### config.mk
export PLATFORM = sky130hd
export DESIGN_NAME = vga_frame_monitor
export DESIGN_NICKNAME = d
export VERILOG_FILES = /design/src/rtl/vga_pkg.sv /design/src/rtl/vga_frame_crc32.sv /design/src/rtl/vga_frame_monitor.sv
export SDC_FILE = /design/constraint.sdc
export NUM_CORES = 1
export LEC_CHECK = 0
export CAP_MARGIN = 20
export CORE_ASPECT_RATIO = 0.5
export CORE_MARGIN = 8
export CORE_UTILIZATION = 51
export CTS_BUF_LIST = sky130_fd_sc_hd__clkbuf_4 sky130_fd_sc_hd__clkbuf_8
export DETAILED_ROUTE_END_ITERATION = 8
export GPL_TIMING_DRIVEN = 1
export PLACE_DENSITY = 0.78
export SETUP_SLACK_MARGIN = 0.15
export SLEW_MARGIN = 20
export SYNTH_ARGS = -nofsm -noshare
export SYNTH_HDL_FRONTEND = slang
export SYNTH_SLANG_ARGS = --single-unit
### constraint.sdc
create_clock -name clk -period 2.24 [get_ports clk]
set_input_delay 0.224 -clock clk [delete_from_list [all_inputs] [get_ports clk]]
set_output_delay 0.224 -clock clk [all_outputs]
set_load 0.005 [all_outputs]
### src/rtl/vga_pkg.sv
// Shared definitions for the VGA frame monitor: nominal 640x480@60 raster
// defaults, monitor state encoding, CRC polynomial and a saturating helper.
package vga_pkg;

  localparam int H_ACTIVE_DEF = 640;
  localparam int V_ACTIVE_DEF = 480;
  localparam int H_TOTAL_DEF  = 800;
  localparam int V_TOTAL_DEF  = 525;

  localparam logic [31:0] CRC_POLY = 32'h04C11DB7;

  typedef enum logic [1:0] {
    WAIT_VSYNC = 2'd0,
    ARMED      = 2'd1,
    ACTIVE     = 2'd2
  } mon_state_e;

  function automatic logic [9:0] sat_inc10(input logic [9:0] v);
    if (v == 10'd1023) begin
      return v;
    end else begin
      return v + 10'd1;
    end
  endfunction

endpackage

### src/rtl/vga_frame_crc32.sv
// Combinational CRC-32 step that folds one 24-bit pixel into the running CRC,
// MSB first. Only instantiated when VGA_MON_CRC_EN is defined.
module vga_frame_crc32
  import vga_pkg::*;
(
  input  logic [31:0] crc_in,
  input  logic [23:0] data,
  output logic [31:0] crc_out
);

  logic [31:0] crc_s;

  // Bit-serial CRC unrolled over the 24 pixel bits
  always_comb begin
    crc_s = crc_in;
    for (int i = 23; i >= 0; i--) begin
      if (crc_s[31] ^ data[i]) begin
        crc_s = {crc_s[30:0], 1'b0} ^ CRC_POLY;
      end else begin
        crc_s = {crc_s[30:0], 1'b0};
      end
    end
    crc_out = crc_s;
  end

endmodule

### src/rtl/vga_frame_monitor.sv
// Receive-side VGA monitor: recovers pixel coordinates, frame statistics and
// sticky raster timing errors. Define VGA_MON_CRC_EN for a CRC-32 frame_sum.
module vga_frame_monitor
  import vga_pkg::*;
#(
  parameter int   H_ACTIVE = H_ACTIVE_DEF,
  parameter int   V_ACTIVE = V_ACTIVE_DEF,
  parameter int   H_TOTAL  = H_TOTAL_DEF,
  parameter logic SYNC_POL = 1'b0
) (
  input  logic        clk,
  input  logic        rst,
  input  logic        vga_en,
  input  logic        h_sync,
  input  logic        v_sync,
  input  logic [23:0] vga_data,
  input  logic        clr_err,
  output logic        locked,
  output logic        pix_valid,
  output logic [9:0]  pix_x,
  output logic [9:0]  pix_y,
  output logic [23:0] pix_data,
  output logic        frame_done,
  output logic [15:0] frame_cnt,
  output logic [31:0] frame_sum,
  output logic        err_hpix,
  output logic        err_vlines,
  output logic        err_htotal
);

  localparam logic [9:0]  H_ACT_L = 10'(H_ACTIVE);
  localparam logic [9:0]  V_ACT_L = 10'(V_ACTIVE);
  localparam logic [10:0] H_TOT_L = 11'(H_TOTAL);
`ifdef VGA_MON_CRC_EN
  localparam logic [31:0] SUM_INIT = 32'hFFFFFFFF;
  localparam logic [31:0] SUM_XOR  = 32'hFFFFFFFF;
`else
  localparam logic [31:0] SUM_INIT = 32'h00000000;
  localparam logic [31:0] SUM_XOR  = 32'h00000000;
`endif

  logic        en_r, hs_act_r, vs_act_r, clr_r;
  logic [23:0] data_r;
  logic        en_prev_r, hs_prev_r, vs_prev_r;
  mon_state_e  state_r, state_s;
  logic [9:0]  x_r, x_s, y_r, y_s, x_n_s, y_n_s;
  logic [31:0] sum_r, sum_s, sum_n_s, sum_pix_s;
  logic [10:0] hcnt_r, hcnt_s;
  logic        hseen_r, hseen_s;
  logic        vs_edge_s, hs_edge_s, take_pix_s, close_line_s;
  logic        hpix_ev_s, vl_ev_s, ht_ev_s;
  logic        locked_s, pix_valid_s, frame_done_s;
  logic [9:0]  pix_x_s, pix_y_s;
  logic [23:0] pix_data_s;
  logic [15:0] frame_cnt_s;
  logic [31:0] frame_sum_s;
  logic        err_hpix_s, err_vlines_s, err_htotal_s;

`ifdef VGA_MON_CRC_EN
  vga_frame_crc32 u_crc (
    .crc_in  (sum_r),
    .data    (data_r),
    .crc_out (sum_pix_s)
  );
`else
  assign sum_pix_s = sum_r + {8'd0, data_r};
`endif

  // Next-state: frame FSM, pixel/line counters, H_SYNC period and sticky errors
  always_comb begin
    vs_edge_s    = vs_act_r & ~vs_prev_r;
    hs_edge_s    = hs_act_r & ~hs_prev_r;
    state_s      = state_r;
    x_s          = x_r;
    y_s          = y_r;
    sum_s        = sum_r;
    x_n_s        = x_r;
    y_n_s        = y_r;
    sum_n_s      = sum_r;
    take_pix_s   = 1'b0;
    close_line_s = 1'b0;
    hpix_ev_s    = 1'b0;
    vl_ev_s      = 1'b0;
    ht_ev_s      = 1'b0;
    hcnt_s       = hcnt_r;
    hseen_s      = hseen_r;
    locked_s     = locked;
    pix_valid_s  = 1'b0;
    pix_x_s      = pix_x;
    pix_y_s      = pix_y;
    pix_data_s   = pix_data;
    frame_done_s = 1'b0;
    frame_cnt_s  = frame_cnt;
    frame_sum_s  = frame_sum;

    case (state_r)
      WAIT_VSYNC: begin
        if (vs_edge_s) begin
          state_s  = ARMED;
          locked_s = 1'b1;
          x_s      = 10'd0;
          y_s      = 10'd0;
          sum_s    = SUM_INIT;
        end else begin
          state_s  = WAIT_VSYNC;
        end
      end
      ARMED, ACTIVE: begin
        // In ARMED a coinciding V_SYNC edge wins: that is a zero-line frame
        take_pix_s = en_r & ((state_r == ACTIVE) | ~vs_edge_s);
        if (take_pix_s) begin
          pix_valid_s = 1'b1;
          pix_x_s     = x_r;
          pix_y_s     = y_r;
          pix_data_s  = data_r;
          x_n_s       = sat_inc10(x_r);
          sum_n_s     = sum_pix_s;
          state_s     = ACTIVE;
        end else begin
          pix_valid_s = 1'b0;
        end
        close_line_s = (state_r == ACTIVE) &
                       ((en_prev_r & ~en_r) | (vs_edge_s & en_r));
        if (close_line_s) begin
          hpix_ev_s = (x_n_s != H_ACT_L);
          y_n_s     = sat_inc10(y_r);
          x_n_s     = 10'd0;
        end else begin
          hpix_ev_s = 1'b0;
        end
        if (vs_edge_s) begin
          vl_ev_s      = (y_n_s != V_ACT_L);
          frame_done_s = 1'b1;
          frame_sum_s  = sum_n_s ^ SUM_XOR;
          frame_cnt_s  = frame_cnt + 16'd1;
          x_s          = 10'd0;
          y_s          = 10'd0;
          sum_s        = SUM_INIT;
          state_s      = ARMED;
        end else begin
          x_s   = x_n_s;
          y_s   = y_n_s;
          sum_s = sum_n_s;
        end
      end
      default: begin
        state_s = WAIT_VSYNC;
      end
    endcase

    if (state_r != WAIT_VSYNC) begin
      if (hs_edge_s) begin
        ht_ev_s = hseen_r & (hcnt_r != H_TOT_L);
        hcnt_s  = 11'd1;
        hseen_s = 1'b1;
      end else if (hcnt_r != 11'd2047) begin
        hcnt_s  = hcnt_r + 11'd1;
      end else begin
        hcnt_s  = hcnt_r;
      end
    end else begin
      hcnt_s  = 11'd0;
      hseen_s = 1'b0;
    end

    // A new error event outranks a simultaneous clear
    err_hpix_s   = (err_hpix   & ~clr_r) | hpix_ev_s;
    err_vlines_s = (err_vlines & ~clr_r) | vl_ev_s;
    err_htotal_s = (err_htotal & ~clr_r) | ht_ev_s;
  end

  // Input sampling, state registers and registered outputs
  always_ff @(posedge clk) begin
    if (rst) begin
      en_r       <= 1'b0;
      hs_act_r   <= 1'b0;
      vs_act_r   <= 1'b0;
      clr_r      <= 1'b0;
      data_r     <= 24'd0;
      en_prev_r  <= 1'b0;
      hs_prev_r  <= 1'b0;
      vs_prev_r  <= 1'b0;
      state_r    <= WAIT_VSYNC;
      x_r        <= 10'd0;
      y_r        <= 10'd0;
      sum_r      <= 32'd0;
      hcnt_r     <= 11'd0;
      hseen_r    <= 1'b0;
      locked     <= 1'b0;
      pix_valid  <= 1'b0;
      pix_x      <= 10'd0;
      pix_y      <= 10'd0;
      pix_data   <= 24'd0;
      frame_done <= 1'b0;
      frame_cnt  <= 16'd0;
      frame_sum  <= 32'd0;
      err_hpix   <= 1'b0;
      err_vlines <= 1'b0;
      err_htotal <= 1'b0;
    end else begin
      en_r       <= vga_en;
      hs_act_r   <= (h_sync == SYNC_POL);
      vs_act_r   <= (v_sync == SYNC_POL);
      clr_r      <= clr_err;
      data_r     <= vga_data;
      en_prev_r  <= en_r;
      hs_prev_r  <= hs_act_r;
      vs_prev_r  <= vs_act_r;
      state_r    <= state_s;
      x_r        <= x_s;
      y_r        <= y_s;
      sum_r      <= sum_s;
      hcnt_r     <= hcnt_s;
      hseen_r    <= hseen_s;
      locked     <= locked_s;
      pix_valid  <= pix_valid_s;
      pix_x      <= pix_x_s;
      pix_y      <= pix_y_s;
      pix_data   <= pix_data_s;
      frame_done <= frame_done_s;
      frame_cnt  <= frame_cnt_s;
      frame_sum  <= frame_sum_s;
      err_hpix   <= err_hpix_s;
      err_vlines <= err_vlines_s;
      err_htotal <= err_htotal_s;
    end
  end

endmodule

* Word-level counts from Yosys, hierarchy flattened
Index checks and enable logic that the tools add are counted.
** Storage, ports and cells
- Bits in registers :: 195
- Input port bits :: 30
- Output and inout bits :: 98
- Word-level logic and storage cells :: 107
** Operators by class
- Add/subtract/negate cells :: 5
- Equal/unequal tests :: 10
- Mux-type cells :: 30
- Bitwise operators :: 24
- Reductions and logical operators :: 12
** Operators by type and width (number)
- $mux W10 :: 10
- $mux W32 :: 3
- $pmux W32 S2 :: 1
- $pmux W10 S2 :: 2
- $add A32 B24 Y32 :: 1
- $add A10 B1 Y10 const B :: 2
- $eq A10 B10 Y1 const B :: 2
- $add A16 B1 Y16 const B :: 1
- $add A11 B1 Y11 const B :: 1
- $mux W1 :: 11
- $ne A11 B10 Y1 const B :: 1
- $ne A11 B11 Y1 const B :: 1
- $and A1 B1 Y1 :: 10
- $ne A10 B10 Y1 const B :: 1
- $ne A10 B9 Y1 const B :: 1
- $not A1 Y1 :: 9
- $reduce_and A2 Y1 :: 4
- $reduce_bool A2 Y1 :: 3
- $reduce_or A2 Y1 :: 3
- $or A1 B1 Y1 :: 5
- $mux W2 :: 2
- $pmux W2 S2 :: 1
- $ne A3 B3 Y1 const B :: 1
- $reduce_or A3 Y1 :: 1
- other kinds (4) :: 4

* Longest topological paths before layout
- Depth after elaboration :: 11
- Depth in mapped cells :: 11
- Depth with buffers taken out :: 10

* Worst setup path after synthesis
Ideal clock, no wire load.
- Path type :: reg2reg
- Start :: register data_r[0]
- End :: register frame_sum[22]
- Setup time :: 0.116 ns
- Data arrival time :: 2.258 ns
- Required time :: 2.124 ns
- Setup slack :: -0.134 ns
- Cell stages (with the launch flop) :: 11
- Buffers on the path :: 0
- Period minus slack after synthesis :: 2.374 ns
- Cell sequence :: dfxtp_1 > ha_1 > fa_1 > a211oi_1 > o211ai_2 > nand4_1 > a21oi_2 > or4_1 > o211ai_1 > o21ai_0 > o211a_1
** Between the ends
- Cells in the longest elaborated chain, start to end :: 2
** Ends and longest elaborated chain
- start, declared :: line vga_frame_monitor.sv:43 : logic [23:0] data_r;
- start signal, assigned :: line vga_frame_monitor.sv:205 : data_r <= vga_data;
- $add A32 B24 Y32 :: line vga_frame_monitor.sv:66 : assign sum_pix_s = sum_r + {8'd0, data_r};
- $mux W32 :: line vga_frame_monitor.sv:111 : if (take_pix_s) begin
- end signal, assigned :: line vga_frame_monitor.sv:222 : frame_sum <= frame_sum_s;
- end, declared :: line vga_frame_monitor.sv:25 : output logic [31:0] frame_sum,
No other way between the ends.
A chain may end at the register's enable or synchronous reset.

* Final worst setup path
- Start :: register data_r[1]
- End :: register frame_sum[17]
Same word-level chain as after synthesis.

==> impl_metrics.tcl <==
set metrics [dict create \
    status "finished with violations" \
    violations "negative setup slack" \
    synth_top_area_share_pct 42.6 \
    synth_ff_type "dfxtp_1" \
    p_int_mw 4.56 \
    wl_per_cell_um 17.3 \
    antenna_found_initial 0 \
    vias_per_cell 5.77 \
    finalCriticalPeriod_ns 2.45 \
    start_util_pct 52.4 \
    diodes 0 \
    clk_transition_reported_paths_ns 0.11 \
    synth-seq-area-share_pct 42.6 \
    grt_pass1_wl_um 41900 \
    startpoint_type "flip-flop" \
    relSlewSlack_pct 67.9 \
    synthMuxAreaShare_pct 0.860 \
    cts_tree "built" \
    final_cells 1563 \
    synth_top_family_by_area "simple AND/OR/NAND/NOR gates" \
    place_congestion 0.935 \
    synth_area_um2 9170 \
    layout.nets 1379 \
    fill_cells 1336 \
    drt_first_pass_iters 7 \
    power_mw 6.25 \
    synth_nets 1177 \
    power_frac_comb_pct 9.0 \
    die_x_um 206 \
    syn-instance-count 1114 \
    die_area_um2 22800 \
    hpwl_um 18500 \
    synth-adder-area-share_pct 4.58 \
    drc 0 \
    swShare_pct 27.0 \
    drive_gt1_share_pct 20.2 \
    cts_buffers 17 \
    final-seq-area_um2 3940 \
    seqPwrFrac_pct 57.0 \
    ys_types 70 \
    yosys-top-cells-area "dfxtp_1 (43%), nand2_1 (7.9%), a21oi_1 (7.2%)" \
    rsz0062_at_grt "yes" \
    slew_violations 0 \
    grt_pass1_vias 8467 \
    root_buffer "clkbuf_8" \
    h-tree-depth 4 \
    synth_warnings 0 \
    track_usage_pct 21.9 \
    io_pins 128 \
    required_ns 2.63 \
    worstSetupPathType "flip-flop to flip-flop" \
    grt.overflow.total 0 \
    ys_async_sr_fraction_pct 0 \
    hold_viol 0 \
    synth_top_cell_by_area "dfxtp_1" \
    crit_path_end_kind "flip-flop" \
    vias 9025 \
    vdd_drop_max_uv 453 \
    setup_viol 34 \
    core_um2 17500 \
    io_buffers 127 \
    avgSynthCellArea_um2 8.23 \
    drt_iter0_markers 619 \
    pwr-share-clk_pct 34.0 \
    cap_violations 0 \
    p_switching_mw 1.69 \
    powerDensity_nw_per_um2 506 \
    routed_wl_um 27000 \
    min_period_over_period_pct 109 \
    areaGrowthSynthToFinish_pct 34.7 \
    dp.cells 1510 \
    layout_setup_ws_ns -0.212 \
    cts_num_sinks 195 \
    ant_nets 0 \
    synthXorXnorAreaFrac_pct 5.16 \
    fmax_mhz 408 \
    synthSimpleGateAreaFrac_pct 23.0 \
    cts_buffer_depth 2 \
    synth.ff_latch_count 195 \
    clk_latency_ns 0.48 \
    critPathMaxFanout 3 \
    grt_max_degree 46 \
    multi_input_area_um2 5520 \
    dieHeight_um 111 \
    skew_ns 0.0204 \
    p_leak_nw 4.68 \
    arrival_ns 2.84 \
    synth_compound_area_share_pct 20.4 \
    hp-class "primary input to flip-flop" \
    synth_edf_count 0 \
    num_rows 34 \
    worst_pin_slew_ns 0.478 \
]
-- path summary, 6_finish.rpt --
path	end	cells after the start	slack, ns	start
setup reg to reg	frame_sum[17]$_SDFFE_PP0P_	11	-0.21	data_r[1]$_SDFF_PP0_
hold reg to reg	pix_y[4]$_SDFFE_PP0P_	2	0.46	pix_y[4]$_SDFFE_PP0P_
setup / recovery	frame_sum[17]$_SDFFE_PP0P_	11	-0.21	data_r[1]$_SDFF_PP0_
hold / removal	x_r[7]$_SDFFE_PP0P_	2	0.06	rst
-- synthesized netlist by cell type (all sizes together), types with 2 or more instances --
library cell and number:
o211a 2, or4 3, nand3 28, a211oi 10, dfxtp 195, mux2 4
and4 3, clkbuf 46, nor2 99, nand3b 4, nor2b 33, o21ai 57
a21o 8, inv 14, buf 14, and2 4, and3 22, nand2 192
xnor2 28, o211ai 5, a311oi 13, a22o 14, nor3 19, ha 32
a31oi 21, a21oi 136, nand2b 9, a22oi 15, a21boi 3, xor2 26
o21bai 3, nor4 4, or3 5, a31o 3, o21a 3, nand4 19
nor4b 2, mux2i 3
-- cell families after synthesis --
family	after synthesis
simple gates	450
flops	195
fa+ha+maj	33
xor+xnor	54
mux	7
buf+inv	74
compound gates	301
-- critical path, cell delays in order (launching register included) --
cell and delay (ns):
dfxtp_2 0.34, ha_1 0.32, a211oi_2 0.31, o211ai_2 0.15, a31oi_4 0.26, buf_4 0.16
buf_6 0.09, o21ai_2 0.08, a21oi_2 0.18, xnor2_2 0.16, nor3_1 0.08, nor4_1 0.24
-- power by group through the flow --
stage               Clock [mW]  Combinational [mW]  Sequential [mW]
floorplan                    0               0.275             3.63
global placement             0               0.497             3.64
detailed placement           0               0.506             3.64
CTS                       2.13               0.529             3.57
global route              2.30               0.602             3.57
finish                    2.13               0.561             3.56
-- sequential cells by signal, indices dropped and copies added, names as in the netlist, 2 cells and up --
signal     flops
frame_sum     32
state_r        2
pix_data      24
pix_x         10
frame_cnt     16
pix_y         10
data_r        24
x_r           10
y_r           10
hcnt_r        11
sum_r         32
-- repair_timing --
item | CTS | global route
buffers inserted | 6 | 15
hold buffers | 0 | 0
endpoints found under the setup margin | 75 | 92
gates resized for setup | 50 | 69
pin swaps | 26 | 33
-- placed cells by master (no fill, tap or decap), drive strengths merged, types with 32 or more instances in the layout --
cell type	instances
a21oi	136
buf	117
clkdlybuf4s50	126
dfxtp	195
ha	32
nand2	192
nor2	99
nor2b	33
o21ai	57
-- area by class of cell --
type / count / area share, %
Clock buffer: 18 / 1.96
Multi-Input combinational cell: 845 / 44.7
Clock inverter: 14 / 0.851
Timing Repair Buffer: 243 / 17.8
Inverter: 14 / 0.425
Sequential cell: 195 / 31.9
Tap cell: 234 / 2.37
-- through the flow --
step / utilization, % / TNS (ns) / setup WS [ns] / hold slack, ns / instance area (µm²)
detailed placement: 64.4 / -1.55 / -0.152 / 0.446 / 11300
global route: 70.6 / -6.25 / -0.286 / 0.0591 / 12400
global placement: 64.4 / -0.257 / -0.0676 / 0.427 / 11300
finish: 70.6 / -3.29 / -0.212 / 0.0581 / 12400
floorplan: - / 0 / 0.0460 / 0.291 / 9210
CTS: 68.0 / -1.06 / -0.135 / 0.0372 / 11900
-- layer usage --
| layer | up-vias | GRT usage [%] | part of all wire, % |
|---|---|---|---|
| li1 | 4309 | - | - |
| met1 | 4318 | 28.7 | 45 |
| met2 | 346 | 34.8 | 47 |
| met3 | 52 | 4.35 | 6.4 |
| met4 | 0 | 8.39 | 1.8 |
| met5 | - | 0 | 0 |
Note: power is estimated with default switching activity, not from simulation.
